`src/rtl/fabric_cfg_loader.sv`:
```
// fabric_cfg_loader: takes a bitstream as a valid/ready word stream and feeds
// NUM_CHAINS parallel tile configuration shift chains, one bit per chain per shift.
// Define FABRIC_CFG_LOADER_CRC_EN to add the rotate-xor checksum and the trailer check.
module fabric_cfg_loader #(
    parameter int NUM_CHAINS = 4,
    parameter int WORD_W     = 32,
    parameter int CHAIN_LEN  = 1024
) (
    input  logic                  clk,
    input  logic                  rst_n,
    input  logic                  start,
    input  logic                  abort,
    input  logic [WORD_W-1:0]     s_data,
    input  logic                  s_valid,
    output logic                  s_ready,
    output logic                  cfg_shift,
    output logic [NUM_CHAINS-1:0] cfg_bit,
    output logic                  busy,
    output logic                  cfg_done,
    output logic                  cfg_error
);

    localparam int SHIFTS_PER_WORD = WORD_W / NUM_CHAINS;
    localparam int CNT_W  = $clog2(CHAIN_LEN + 1);
    localparam int BEAT_W = (SHIFTS_PER_WORD > 1) ? $clog2(SHIFTS_PER_WORD) : 1;
    localparam logic [CNT_W-1:0]  LAST_SHIFT = CNT_W'(CHAIN_LEN - 1);
    localparam logic [BEAT_W-1:0] LAST_BEAT  = BEAT_W'(SHIFTS_PER_WORD - 1);

    typedef enum logic [2:0] {
        IDLE  = 3'd0,
        LOAD  = 3'd1,
        SHIFT = 3'd2,
`ifdef FABRIC_CFG_LOADER_CRC_EN
        CHECK = 3'd3,
`endif
        DONE  = 3'd4,
        ERR   = 3'd5
    } state_t;

    state_t              state_q;
    state_t              state_d;
    logic [WORD_W-1:0]   sreg;
    logic [CNT_W-1:0]    shift_cnt;
    logic [BEAT_W-1:0]   beat_cnt;
`ifdef FABRIC_CFG_LOADER_CRC_EN
    logic [WORD_W-1:0]   chk;
`endif

    // State register; everything the outside world sees is decoded from it.
    always_ff @(posedge clk or negedge rst_n) begin
        if (!rst_n) begin
            state_q <= IDLE;
        end else begin
            state_q <= state_d;
        end
    end

    // Next-state and output decode; abort overrides every other transition.
    always_comb begin
        state_d   = state_q;
        s_ready   = 1'b0;
        cfg_shift = 1'b0;
        cfg_bit   = '0;
        busy      = 1'b0;
        cfg_done  = 1'b0;
        cfg_error = 1'b0;
        case (state_q)
            IDLE: begin
                if (start) state_d = LOAD;
            end
            LOAD: begin
                s_ready = 1'b1;
                busy    = 1'b1;
                if (s_valid) state_d = SHIFT;
            end
            SHIFT: begin
                busy      = 1'b1;
                cfg_shift = 1'b1;
                cfg_bit   = sreg[NUM_CHAINS-1:0];
                if (beat_cnt == LAST_BEAT) begin
                    if (shift_cnt == LAST_SHIFT) begin
`ifdef FABRIC_CFG_LOADER_CRC_EN
                        state_d = CHECK;
`else
                        state_d = DONE;
`endif
                    end else begin
                        state_d = LOAD;
                    end
                end
            end
`ifdef FABRIC_CFG_LOADER_CRC_EN
            CHECK: begin
                s_ready = 1'b1;
                busy    = 1'b1;
                if (s_valid) state_d = (s_data == chk) ? DONE : ERR;
            end
`endif
            DONE: begin
                cfg_done = 1'b1;
                if (start) state_d = LOAD;
            end
            ERR: begin
`ifdef FABRIC_CFG_LOADER_CRC_EN
                cfg_error = 1'b1;
`endif
                if (start) state_d = LOAD;
            end
            default: state_d = IDLE;
        endcase
        if (abort) state_d = IDLE;
    end

    // Word register, shift/beat counters and checksum; a dropped word never reaches sreg.
    always_ff @(posedge clk or negedge rst_n) begin
        if (!rst_n) begin
            sreg      <= '0;
            shift_cnt <= '0;
            beat_cnt  <= '0;
`ifdef FABRIC_CFG_LOADER_CRC_EN
            chk       <= '0;
`endif
        end else if (abort) begin
            sreg      <= '0;
            shift_cnt <= '0;
            beat_cnt  <= '0;
`ifdef FABRIC_CFG_LOADER_CRC_EN
            chk       <= '0;
`endif
        end else begin
            case (state_q)
                IDLE, DONE, ERR: begin
                    if (start) begin
                        sreg      <= '0;
                        shift_cnt <= '0;
                        beat_cnt  <= '0;
`ifdef FABRIC_CFG_LOADER_CRC_EN
                        chk       <= '0;
`endif
                    end
                end
                LOAD: begin
                    if (s_valid) begin
                        sreg     <= s_data;
                        beat_cnt <= '0;
`ifdef FABRIC_CFG_LOADER_CRC_EN
                        chk      <= {chk[WORD_W-2:0], chk[WORD_W-1]} ^ s_data;
`endif
                    end
                end
                SHIFT: begin
                    sreg      <= sreg >> NUM_CHAINS;
                    shift_cnt <= shift_cnt + CNT_W'(1);
                    beat_cnt  <= (beat_cnt == LAST_BEAT) ? '0 : beat_cnt + BEAT_W'(1);
                end
                default: ;
            endcase
        end
    end

endmodule

```
`config.mk`:
```
export PLATFORM = sky130hd
export DESIGN_NAME = fabric_cfg_loader
export DESIGN_NICKNAME = d
export VERILOG_FILES = /design/src/rtl/fabric_cfg_loader.sv
export SDC_FILE = /design/constraint.sdc
export NUM_CORES = 1
export LEC_CHECK = 0
export ABC_CLOCK_PERIOD_IN_PS = 1950
export CAP_MARGIN = 40
export CORE_MARGIN = 2
export CORE_UTILIZATION = 45
export DETAILED_ROUTE_END_ITERATION = 8
export PLACE_DENSITY = 0.72
export REMOVE_ABC_BUFFERS = 1
export SETUP_SLACK_MARGIN = 0.4
export SYNTH_ARGS = -nofsm -noshare
export SYNTH_HDL_FRONTEND = slang
export SYNTH_SLANG_ARGS = --single-unit
```
`constraint.sdc`:
```
create_clock -name clk -period 1.95 [get_ports clk]
set_input_delay 0.39 -clock clk [delete_from_list [all_inputs] [get_ports clk]]
set_output_delay 0.39 -clock clk [all_outputs]
set_load 0.02 [all_outputs]
```
[Word-level counts from Yosys, hierarchy flattened]
Cells that the tools add are included.
W data, S select, Z words.
Operators by class
  reductions and logical operators: 8
  muxes and demuxes: 23
  add/subtract/negate cells: 2
  equal/unequal tests: 9
Operators with widths (number)
  $mux W32: 3
  $pmux W32 S3: 1
  $mux W3: 9
  $mux W11: 2
  $pmux W11 S2: 1
  $pmux W3 S3: 2
  $add A11 B1 Y11 const B: 1
  $eq A11 B10 Y1 const B: 1
  $eq A3 B3 Y1 const B: 3
  $ne A3 B3 Y1 const B: 2
  $reduce_and A3 Y1: 2
  $mux W1: 4
  $mux W4: 1
  $reduce_bool A4 Y1: 1
  $add A3 B1 Y3 const B: 1
  $eq A3 B1 Y1 const B: 1
  $eq A3 B2 Y1 const B: 1
  $logic_not A3 Y1: 1
  $ne A3 B1 Y1 const B: 1
  $reduce_bool A3 Y1: 1
  $reduce_or A3 Y1: 1
  $reduce_and A2 Y1: 1
  $reduce_or A2 Y1: 1
Word-level totals
  output and inout port bits: 9
  bits of input ports: 37
  register bits: 49

[Logic depth before layout (Yosys ltp)]
  depth in word-level cells: 5
  gate-level depth with buffers: 7

[Worst setup path after synthesis]
Ideal clock, no wire load.
  path type: reg-to-output
  start: reg state_q[2]
  end: out cfg_bit[0]
  path slack: -0.005 ns
  data required time: 1.560 ns
  stages on the path, launching flop included: 4
  arrival time: 1.565 ns
  cell sequence: dfrtp_1 > buf_6 > nor3_1 > and2_1
On the way
  word-level cells in the longest chain between the ends: 2
Ends and longest elaborated chain
  start, declared: line 40  | state_t state_q;
  start signal, assigned: line 54  | state_q <= state_d;
  $eq A3 B2 Y1: line 67  | case (state_q)
  $mux W4: line 67
  end, declared: line 17  | output logic [NUM_CHAINS-1:0] cfg_bit,
No other way between the ends.

[Worst setup path after layout]
  start: reg state_q[2]
  end: reg sreg[7]
On the way
  word-level cells in the longest chain between the ends: 4
  elaborated cells on any way between the ends: 12
Ends and longest elaborated chain
  $eq A3 B3 Y1 or $logic_not A3 Y1 (tied branches): line 131  | case (state_q)
  $reduce_or A3 Y1 (no line)
  $ne A3 B1 Y1 (no line) (tied with other cells)
  $reduce_and A3 Y1 (no line) or $mux W32 (tied branches)
  end signal, assigned: line 144  | sreg <= s_data;
  end signal, assigned: line 152  | sreg <= sreg >> NUM_CHAINS;
  end, declared: line 42  | logic [WORD_W-1:0] sreg;
Parallel ways exist; a longest one is shown, timed or not.
A chain may end at the register's enable or synchronous reset.

==> metrics.yaml <==
outcome:
  status: "complete, no violations"
critical_path:
  worst-endpoint-arrival_ns: 2.02
  worstPathRequired_ns: 2.14
  critical_path.endpoint_type: "register"
  cp_cell_sequence: "buf_6 > or2b_1 > o21ai_1 > a211o_2 > clkbuf_16 > mux2_2"
  worstPathBufferInverterCount: 2
  startpoint_type_of_the_worst_setup_path: "register"
  critPathMaxStageDelay_ns: 0.46
  worst-path-max-fanout: 8
  setup.worst_path.start: "state_q[2]"
  crit_type: "reg2reg"
  r2r_setup_slack_ns: 0.12
  rr_startpoint: "state_q[2]"
  cp_top_family: "compound AO/OA/AOI/OAI gates"
  crit_path_top_delay_cell: "sky130_fd_sc_hd__dfrtp_2"
sta:
  clock_skew_ns: 0.00680
  pins_over_slew_limit: 0
  hold_viol_final: 0
  final_worst_setup_slack_ns: 0.121
  post-route-min-period_ns: 1.83
  setup-violations-final: 0
  hold-worst-slack_ns: 0.493
  rsz0062_at_grt: "yes"
  fmax_ghz: 0.547
  period_share_pct: 93.8
  setup_total_negative_slack_ns: 0
routing:
  first_pass_iters: 4
  detail_route.wirelength_mm: 6.26
  routed-via-count: 2115
  vias_per_cell: 5.57
  routedWlPerCell_um: 16.5
  drtIter0Drc: 171
  postRouteAntennaNets: 0
  detail_route.drc_violations: 0
cells_and_area:
  nets: 347
  multi_input_comb_area_mm2: 0.00134
  final-seq-area_mm2: 0.00123
  area.growth.synth_to_final_pct: 44.7
  finish.cell_count_without_fillers: 380
  diodes: 0
  post-route-util_pct: 67.3
  fillers: 433
  layout.cell_area.non_filler_mm2: 0.00371
  post_route_cells_drive_above_1_share_pct: 39.6
clock_tree:
  path_clk_slew_ns: 0.09
  cts-root-to-sink-buffers: 2
  cts_tree: "built"
  clock_tree.root_cell: "sky130_fd_sc_hd__clkbuf_8"
  worstSkewPairLatency_ns: 0.30
  tritoncts_num_sinks: 49
  tritoncts.num_buffers: 5
  htree_levels: 2
grt:
  grt_antenna_before_repair: 0
  grt_pass1_vias: 2045
  wire_length_of_the_first_global_routing_pass_mm: 9.67
  grt_overflow_total: 0
  grtUsageTotal_pct: 19.3
  grt_max_degree: 38
yosys:
  yosysTopAreaCell: "sky130_fd_sc_hd__dfrtp_1"
  synth_seq_cells: 49
  synthCells: 230
  synth.yosys.seq_area_share_pct: 47.9
  ys.flop_type: "sky130_fd_sc_hd__dfrtp_1"
  syn_area_mm2: 0.00256
  avgSynthCellArea_um2: 11.1
  synthDominantCellAreaShare_pct: 47.9
  synth_edf_count: 0
  share_of_flip_flops_with_an_asynchronous_set_or_reset_after_synthesis_pct: 100
  ys.warnings.count: 0
  synth.lib_cells_used.distinct: 39
  synth.area.top_cells: "sky130_fd_sc_hd__dfrtp_1 (48%), sky130_fd_sc_hd__mux2_2 (12%), sky130_fd_sc_hd__a22o_1 (9.9%), sky130_fd_sc_hd__o21ai_0 (3.5%), sky130_fd_sc_hd__mux2i_1 (2.3%)"
die:
  coreArea_mm2: 0.00551
  placementRows: 27
  initial_utilization_pct: 46.5
  chipWidth_um: 79.5
  ioPinCount: 46
  die_extent_in_y_um: 79.5
  die-area_mm2: 0.00631
placement:
  dpl.hpwl_mm: 3.54
  place_worst_setup_slack_ns: -0.0723
  number_of_port_buffers: 44
  place_congestion: 0.757
  placedInstanceArea_mm2: 0.00318
  dp_cells: 351
power_and_ir_drop:
  leakage_nw: 1.70
  power-per-cell-area_mw_per_mm2: 643
  ir_drop_mv: 0.377
  p_total_mw: 2.38
min_path:
  hold_path.startpoint: "shift_cnt[7]"
  hold_class: "reg2reg"
job:
  cap_violations: 0
-- layer usage --
layer  vias up  share of wire (%)  GRT usage (%)
met5         -                  0              0
met4         0               0.58           6.38
met3         5                4.4           3.96
met2        60                 49           30.3
met1      1055                 46           26.8
li1        995                  -              -
-- flip-flops by register name, indices dropped and copies added, names as in the netlist --
name       count
state_q        3
sreg          32
beat_cnt       3
shift_cnt     11
-- final timing paths --
path                           endpoint  cells after the start
min in group asynchronous  shift_cnt[1]                      2
max reg2reg                     sreg[7]                      6
min                        shift_cnt[7]                      1
max in group asynchronous    state_q[0]                      3
max                             sreg[7]                      6
min reg2reg                shift_cnt[7]                      1
-- power breakdown --
group	switching, mW	internal, mW	total, mW
logic	0.232	0.313	0.544
clock network	0.336	0.417	0.754
registers	0.0288	1.06	1.09
-- cell type report --
class | instances | area share, %
clock buffers | 6 | 2.23
flip-flops and latches | 49 | 33.2
clock inverters | 2 | 1.01
multi-input cells | 156 | 36.2
inverters | 9 | 0.911
well taps | 72 | 2.43
repair buffers | 86 | 24.0
-- timing repair --
item / in CTS / in global routing
setup buffers: 9 / 6
hold buffers: 1 / 0
gates resized for setup: 74 / 46
pin swaps: 11 / 11
endpoints found under the hold margin: 12 / 0
endpoints found under the setup margin: 52 / 57
gates cloned: 2 / 3
-- cells by family after synthesis --
logic type / count (synthesis) / synth area share (%)
multiplexers: 34 / 14.6
buffers and inverters: 26 / 6.01
XOR/XNOR: 1 / 0.342
other: 1 / 0.146
adder cells (fa/ha/maj): 3 / 1.46
AO/OA/AOI/OAI: 62 / 17.5
AND/OR/NAND/NOR: 54 / 12.1
flip-flops: 49 / 47.9
-- synthesized netlist by cell type (2+ instances only) --
cell type / n
sky130_fd_sc_hd__buf_6: 5
sky130_fd_sc_hd__nand4_1: 3
sky130_fd_sc_hd__a22o_1: 29
sky130_fd_sc_hd__a31oi_1: 2
sky130_fd_sc_hd__nor3_1: 2
sky130_fd_sc_hd__nand2_1: 16
sky130_fd_sc_hd__nand3_1: 5
sky130_fd_sc_hd__and4_1: 2
sky130_fd_sc_hd__o31ai_1: 2
sky130_fd_sc_hd__nand2b_1: 4
sky130_fd_sc_hd__nand3b_1: 2
sky130_fd_sc_hd__and2_1: 5
sky130_fd_sc_hd__nor2_1: 6
sky130_fd_sc_hd__or2_2: 2
sky130_fd_sc_hd__dfrtp_1: 49
sky130_fd_sc_hd__ha_1: 3
sky130_fd_sc_hd__buf_2: 6
sky130_fd_sc_hd__or3_1: 2
sky130_fd_sc_hd__buf_4: 3
sky130_fd_sc_hd__mux2_2: 27
sky130_fd_sc_hd__o21ai_0: 18
sky130_fd_sc_hd__inv_1: 9
sky130_fd_sc_hd__mux2i_1: 6
sky130_fd_sc_hd__clkbuf_1: 3
sky130_fd_sc_hd__a21oi_1: 5
-- layout by cell type, fill, tap and decap left out, drive strengths merged, types with 2 or more instances in the layout --
master / count
dfrtp: 49
buf: 48
clkdlybuf4s50: 34
a22o: 29
mux2: 28
o21ai: 18
nand2: 16
inv: 9
clkbuf: 8
mux2i: 6
nor2: 6
and2: 5
nand3: 5
a21oi: 5
nand2b: 4
nand4: 3
ha: 3
or2: 2
nand3b: 2
or4b: 2
or3: 2
nor3: 2
and4: 2
o31ai: 2
a31oi: 2
(Power assumes the default switching activity.)
==> RTL edit (config.mk and constraints unchanged) <==
Encoding of `state_t`: now one-hot (5 bits for 5 states).
--- a/src/rtl/fabric_cfg_loader.sv
+++ b/src/rtl/fabric_cfg_loader.sv
@@ -26,15 +26,15 @@
     localparam logic [CNT_W-1:0]  LAST_SHIFT = CNT_W'(CHAIN_LEN - 1);
     localparam logic [BEAT_W-1:0] LAST_BEAT  = BEAT_W'(SHIFTS_PER_WORD - 1);
 
-    typedef enum logic [2:0] {
-        IDLE  = 3'd0,
-        LOAD  = 3'd1,
-        SHIFT = 3'd2,
+    typedef enum logic [4:0] {
+        IDLE  = 5'b00001,
+        LOAD  = 5'b00010,
+        SHIFT = 5'b00100,
 `ifdef FABRIC_CFG_LOADER_CRC_EN
         CHECK = 3'd3,
 `endif
-        DONE  = 3'd4,
-        ERR   = 3'd5
+        DONE  = 5'b01000,
+        ERR   = 5'b10000
     } state_t;
 
     state_t              state_q;
Function: no difference found for any inputs over 10 cycles, from zero or initial values and one cycle with rst_n low; not proved beyond that.
==> RTL edit against the original RTL <==
- the run now ends with negative setup slack left
- core utilization rose by 4.9 points
- setup slack got worse by 0.26 ns
- via count rose by 10%
- cell area rose by 8.6%
- sequential cell count rose by 1
- synthesized area rose by 2.4%
- routed wire length rose by 18%
- power fell by 9.3%
==> RTL edit: results (changes against the original RTL) <==
| Metric | Value |
|---|---|
| Layout Cells excl Fill | `390 (was 380)` |
| Synth top area share | `46.7% (was 47.9%)` |
| Fin worst setup slack | `-0.143 ns (was 0.121 ns)` |
| Crit-path max FO | `5 (was 8)` |
| R2r worst-path depth | `8 (was 6)` |
| Worst vdd ir | `0.516 mV (was 0.377 mV)` |
| Top cells by count, synth | `dfrtp_1, a22o_1, nand2_1 (was dfrtp_1, a22o_1, mux2_2)` |
| Hold Crit Class | `in -> async (was reg -> reg)` |
| Drt via density | `5.98 (was 5.57)` |
| Worst slack at placement | `-0.292 ns (was -0.0723 ns)` |
| Final setup vio count | `41 (was 0)` |
| Ranking of synthesized cells by area | `dfrtp_1, a22o_1, mux2_1 (was dfrtp_1, mux2_2, a22o_1)` |
| Failing checks | `negative setup slack` |
| Sequential fraction of the synthesis area | `47.7% (was 47.9%)` |
| Worst path top cell family by delay | `simple AND/OR/NAND/NOR gates (was compound AO/OA/AOI/OAI gates)` |
| Met1 GRT Util | `30.1% (was 26.8%)` |
| Netlist cell types | `55 (was 39)` |
| Worst Setup SP | `state_q[1]$_DFFE_PN0P_ (was state_q[2]$_DFFE_PN0P_)` |
| Status | `finished with violations (was finished, final reports clean)` |
| CP peak stage delay | `0.57 ns (was 0.46 ns)` |
| Total GRT Usage | `22.8% (was 19.3%)` |
| P_leak | `1.87 nW (was 1.70 nW)` |
| Share of cells above drive strength 1 | `38.4% (was 39.6%)` |
| DPL Wire Length | `3970 µm (was 3540 µm)` |
| Number of global-route vias before repair | `2,337 (was 2,045)` |
| Adder-cell share of the synthesized area | `1.43% (was 1.46%)` |
| Critical-path top delay cell | `or4b_4 (was dfrtp_2)` |
| Post-synthesis mux area share | `12.4% (was 14.6%)` |
[RTL edit: cell count changes after synthesis, moves of 4 or more]
| cell | delta |
|---|---|
| mux2_1 | +13 |
| mux2i_1 | -5 |
| mux2_2 | -13 |
| o21ai_0 | -11 |
| nor2b_1 | +4 |
| buf_6 | -5 |
| a32o_1 | +4 |
| nand3_1 | +6 |
| clkbuf_1 | +8 |
| inv_1 | -8 |
[RTL edit: timing repair]
item	4_1_cts	5_1_grt
resized for setup	94	38
pin swaps	13	9
endpoints found under the setup margin	58	58
cloned	2	1
setup buffers	16	2
[RTL edit: through the flow]
stage | hold WS [ns] | instance area (µm²) | setup TNS (ns) | power, mW
2_1_floorplan | 0.0944 | 2530 | -19.12 | 1.22
3_3_place_gp | 0.401 | 3340 | -9.57 | 1.42
3_5_place_dp | 0.399 | 3350 | -8.17 | 1.42
4_1_cts | 0.0587 | 3820 | -2.26 | 2.14
5_1_grt | 0.0713 | 4030 | -4.97 | 2.25
6_report | 0.0338 | 4030 | -3.15 | 2.16
[RTL edit: power breakdown]
part	internal, mW	total [mW]	switching [mW]
registers	1.06	1.07	0.0117
logic	0.239	0.431	0.192
clock network	0.293	0.663	0.371
total	1.59	2.16	0.574
[RTL edit: area by class of cell]
type | instances | area share, %
well taps | 72 | 2.24
flip-flops and latches | 50 | 31.1
clock inverters | 2 | 0.404
repair buffers | 95 | 25.8
inverters | 2 | 0.373
multi-input cells | 163 | 38.0
clock buffers | 6 | 2.05
[RTL edit: per-layer routing]
layer / share of wire (%) / vias up
met5: 0 / -
met4: 2.8 / 0
li1: - / 1046
met1: 43 / 1176
met3: 5.1 / 21
met2: 49 / 89
